`config.mk`:
```
export PLATFORM = sky130hd
export DESIGN_NAME = icache_direct_mapped
export DESIGN_NICKNAME = d
export VERILOG_FILES = /design/src/rtl/icache_direct_mapped.sv
export SDC_FILE = /design/constraint.sdc
export NUM_CORES = 2
export LEC_CHECK = 0
export CAP_MARGIN = 10
export CORE_MARGIN = 3
export CORE_UTILIZATION = 45
export CTS_BUF_LIST = sky130_fd_sc_hd__clkbuf_8
export CTS_CLUSTER_SIZE = 14
export DETAILED_ROUTE_END_ITERATION = 8
export GPL_ROUTABILITY_DRIVEN = 0
export GPL_TIMING_DRIVEN = 0
export PLACE_DENSITY = 0.61
export REMOVE_ABC_BUFFERS = 1
export SYNTH_ARGS = -nofsm -noshare
export SYNTH_HDL_FRONTEND = slang
export SYNTH_SLANG_ARGS = --single-unit
```
`constraint.sdc`:
```
create_clock -name CLK -period 34.7 [get_ports CLK]
set_clock_uncertainty 0.2 [all_clocks]
set_input_delay 6.94 -clock CLK [delete_from_list [all_inputs] [get_ports CLK]]
set_output_delay 6.94 -clock CLK [all_outputs]
set_load 0.01 [all_outputs]
```
`src/rtl/icache_direct_mapped.sv`:
```
// Direct-mapped, read-only instruction cache, one word per frame.
// A hit returns data in the same cycle. A miss fetches one word over the
// iREN/iaddr/iwait/iload handshake, fills the frame, and then hits.
module icache_direct_mapped #(
  parameter  int SETS  = 16,
  localparam int IDX_W = $clog2(SETS),
  localparam int TAG_W = 30 - IDX_W
) (
  input  logic        CLK,
  input  logic        RST,
  // datapath fetch port
  input  logic        imemREN,
  input  logic [31:0] imemaddr,
  output logic        ihit,
  output logic [31:0] imemload,
  // memory controller instruction port
  output logic        iREN,
  output logic [31:0] iaddr,
  input  logic        iwait,
  input  logic [31:0] iload
);

  typedef enum logic {
    S_IDLE = 1'b0,
    S_MISS = 1'b1
  } state_t;

  state_t             r_state;
  logic [TAG_W-1:0]   r_miss_tag;
  logic [IDX_W-1:0]   r_miss_idx;

  logic               r_valid [SETS];
  logic [TAG_W-1:0]   r_tag   [SETS];
  logic [31:0]        r_data  [SETS];

  logic [IDX_W-1:0]   w_idx;
  logic [TAG_W-1:0]   w_tag;
  logic               w_match;
  logic               w_fill;
  logic [SETS-1:0]    w_we;
  logic [1:0]         w_unused_offset;

  // Address split; the byte offset does not select anything in a word cache.
  assign w_idx           = imemaddr[IDX_W+1:2];
  assign w_tag           = imemaddr[31:IDX_W+2];
  assign w_unused_offset = imemaddr[1:0];

  // Lookup is combinational; a hit is only reported while idle.
  assign w_match  = r_valid[w_idx] && (r_tag[w_idx] == w_tag);
  assign ihit     = imemREN && w_match && (r_state == S_IDLE);
  assign imemload = r_data[w_idx];

  // Memory request comes purely from registers, so it is glitch-free and
  // stays fixed for the whole miss regardless of the datapath address.
  assign iREN  = (r_state == S_MISS);
  assign iaddr = {r_miss_tag, r_miss_idx, 2'b00};

  // The fill completes on the first MISS cycle with memory not busy.
  assign w_fill = (r_state == S_MISS) && !iwait;

  // One write-enable per frame, selected by the latched miss index.
  generate
    for (genvar gi = 0; gi < SETS; gi++) begin : g_we
      assign w_we[gi] = w_fill && (r_miss_idx == IDX_W'(gi));
    end
  endgenerate

  // Miss FSM: latch the missing address in IDLE, wait out memory in MISS.
  always_ff @(posedge CLK or posedge RST) begin
    if (RST) begin
      r_state    <= S_IDLE;
      r_miss_tag <= '0;
      r_miss_idx <= '0;
    end else begin
      case (r_state)
        S_IDLE: begin
          if (imemREN && !w_match) begin
            r_miss_tag <= w_tag;
            r_miss_idx <= w_idx;
            r_state    <= S_MISS;
          end
        end
        S_MISS: begin
          if (!iwait) begin
            r_state <= S_IDLE;
          end
        end
        default: r_state <= S_IDLE;
      endcase
    end
  end

  // Frame storage: a fill overwrites whatever the frame held before.
  always_ff @(posedge CLK or posedge RST) begin
    if (RST) begin
      for (int i = 0; i < SETS; i++) begin
        r_valid[i] <= 1'b0;
        r_tag[i]   <= '0;
        r_data[i]  <= '0;
      end
    end else begin
      for (int i = 0; i < SETS; i++) begin
        if (w_we[i]) begin
          r_valid[i] <= 1'b1;
          r_tag[i]   <= r_miss_tag;
          r_data[i]  <= iload;
        end
      end
    end
  end

endmodule

```
==> key figures <==
Global route
  • Initial antenna violation count: 4
  • GR Layer Usage met3: 0.0455
  • First-pass GRT wire length: 175000 microns
  • GR Util met2: 0.370
  • Gr ovfl total: 0
  • Busiest layer in global routing: met2
  • Met1 Usage GRT: 0.315
  • Largest net degree at the start of global routing: 141
  • Number of global-route vias before repair: 27.9k
  • Gr usage total: 0.228

Synthesis
  • Syn avg cell area: 16.1 sq um
  • Yosys warns: 0
  • FF+latch count, synth: 975
  • Post-synth EDFFs: 0
  • Post-synth top cells: dfrtp_1, mux2_2, mux4_2
  • Share of flip-flops with an asynchronous set or reset: 1.00
  • Seq/Total Area, Yosys: 0.551
  • Prevailing post-synth register cell: dfrtp_1
  • Largest area contributor in the netlist: dfrtp_1
  • Yosys top cell area share: 0.551
  • Count leader, synth: dfrtp_1
  • Cell area after synthesis: 0.0442 sq mm
  • Synth unique cells: 57
  • Post-Synthesis Cells: 2745
  • Largest cells by area after synthesis: dfrtp_1, mux2_2, mux4_2

Clock tree
  • Post-CTS Hold Fix Bufs: 0
  • CTS root buf: clkbuf_8
  • Postcts setup bufs: 0
  • Post-cts resize count: 0
  • H-tree Lvls: 4
  • Worst-Skew Late Latency: 0.82 ns
  • Clock buffer depth: 3
  • CTS tree: built
  • Total CTS buffers: 169
  • # clock sinks: 975
  • Clock slew at reported path FFs: 0.05 ns

Detailed routing
  • Via count: 25.0k
  • Drt wl/cell: 27.0 microns
  • Post-route ant nets: 0
  • DRC viols: 0
  • Vias per cell: 5.87
  • Initial drt markers: 1594
  • WL final: 115000 microns
  • Pre-antenna DRT Iters: 5

Timing
  • Fin. Hold Viols: 0
  • Worst rel slew slack: 0.227
  • RSZ-0062 raised after global routing: false
  • Final slew viol count: 0
  • # setup viols final: 0
  • Worst-Margin Slew: 1.16 ns
  • Setup TNS: 0 ns
  • Fmax: 52.6 MHz
  • Worst setup margin: 15.70 ns
  • Min Hold Slack: 0.262 ns
  • Final min period: 19.00 ns
  • Final Cycle Share: 0.548

Worst setup path
  • CP Launch Type: primary input
  • Worst setup EP type: output port
  • Crit Path Class: primary input to output port
  • WP data arrival: 11.86 ns
  • Worst Path Required: 27.56 ns
  • CP Max Fanout: 69

Status
  • Outcome: completed

Layout
  • P&R area growth vs syn: 14.4%
  • Share of cells above drive strength 1: 0.505
  • Fin nets: 2936
  • Filler cells: 7898

Run
  • Max Cap Violations: 0

Placed design
  • Port Buffers: 129
  • Setup WS pre-CTS: 15.71 ns
  • DP HPWL: 67500 microns

Pwr
  • LEAKAGE: 23.1 nW
  • Max rail drop VDD: 0.0425 mV
  • Power per cell area: 75.6 mW/mm^2

Floorplanning
  • Die Ht: 320 microns
  • Total core area: 0.0971 sq mm
  • I/O pins: 134
  • Die X: 320 microns
  • Rows: 114
  • Initial Utilization: 0.456
  • Die ar.: 0.102 sq mm

Hold path
  • Hold WC Path Type: flop to flop
## worst max-delay path, stage by stage
cell             delay, ns
buf_8                 0.26
buf_16                0.39
buf_16                0.44
mux4_2                0.57
mux2i_1               0.19
xor2_1                0.43
a31oi_1               0.13
or3b_1                0.56
nor4_2                0.65
nand4_1               0.15
nor2_1                0.39
clkdlybuf4s50_1       0.64
## flip-flops by register name (all words and copies together) (netlist names)
| register | count |
|---|---|
| r_valid | 16 |
| r_data | 512 |
| r_miss_idx | 4 |
| r_tag | 416 |
| iREN | 1 |
| r_miss_tag | 26 |
## report_power, final
part / total (W) / internal [W] / switching, W / leakage [nW]
Clock: 0.000976 / 0.000524 / 0.000452 / 1.85
Combinational: 0.000979 / 0.000646 / 0.000333 / 8.72
Sequential: 0.00187 / 0.00161 / 0.000261 / 12.5
## final timing paths
check	startpoint	end	slack (ns)	depth (start not counted)
setup reg to reg	r_tag[336]	r_miss_idx[1]	30.31	9
setup / recovery	imemaddr[2]	ihit	15.70	12
max in group asynchronous	RST	r_data[320]	24.46	7
hold reg to reg	r_valid[6]	r_valid[6]	0.26	1
hold / removal	r_valid[6]	r_valid[6]	0.26	1
min in group asynchronous	RST	r_data[368]	6.49	2
## placed cells by master (no fill, tap or decap), types with 29 or more instances in the layout
cell,netlist,routed
buf_16,0,29
clkbuf_8,0,204
clkdlybuf4s50_1,0,125
dfrtp_1,975,975
inv_1,5,69
mux2_2,932,932
mux2_4,29,29
mux2i_1,49,49
mux4_2,224,224
nor2_1,34,33
## routing by layer
metal / share of wire / vias to the layer above
met1: 0.45 / 13700
met2: 0.48 / 588
met4: 0.020 / 2
met3: 0.047 / 176
li1: - / 10500
met5: 0.00011 / -
## metrics by stage
stage	instances	power, W	util	area (sq um)
final	4260	0.00383	0.521	50600
after global placement	3910	0.00283	0.474	46100
after floorplan	2505	0.00255	-	43200
after CTS	4255	0.00387	0.521	50600
after detailed placement	3973	0.00288	0.489	47500
after global routing	4256	0.00405	0.521	50600
## layout make-up
type | count | area, sq um | share of cell area
sequential | 975 | 24400 | 0.482
antenna | 5 | 12.5 | 0.000247
multi-input combinational | 1524 | 18900 | 0.373
clock inverter | 78 | 329 | 0.00650
inverter | 6 | 32.5 | 0.000643
tap | 1276 | 1600 | 0.0315
clock buffer | 204 | 2810 | 0.0555
timing repair buffer | 192 | 2560 | 0.0506
## cells by family after synthesis
| family | Yosys count | share of synthesized area |
|---|---|---|
| other | 1 | 0.0000848 |
| muxes | 1258 | 0.386 |
| DFF | 975 | 0.551 |
| AOI/OAI and AO/OA | 70 | 0.0119 |
| and+or+nand+nor | 176 | 0.0222 |
| buffers and inverters | 247 | 0.0245 |
| xor gates and xnor gates | 18 | 0.00356 |
Power figures use the tool's default switching activity.
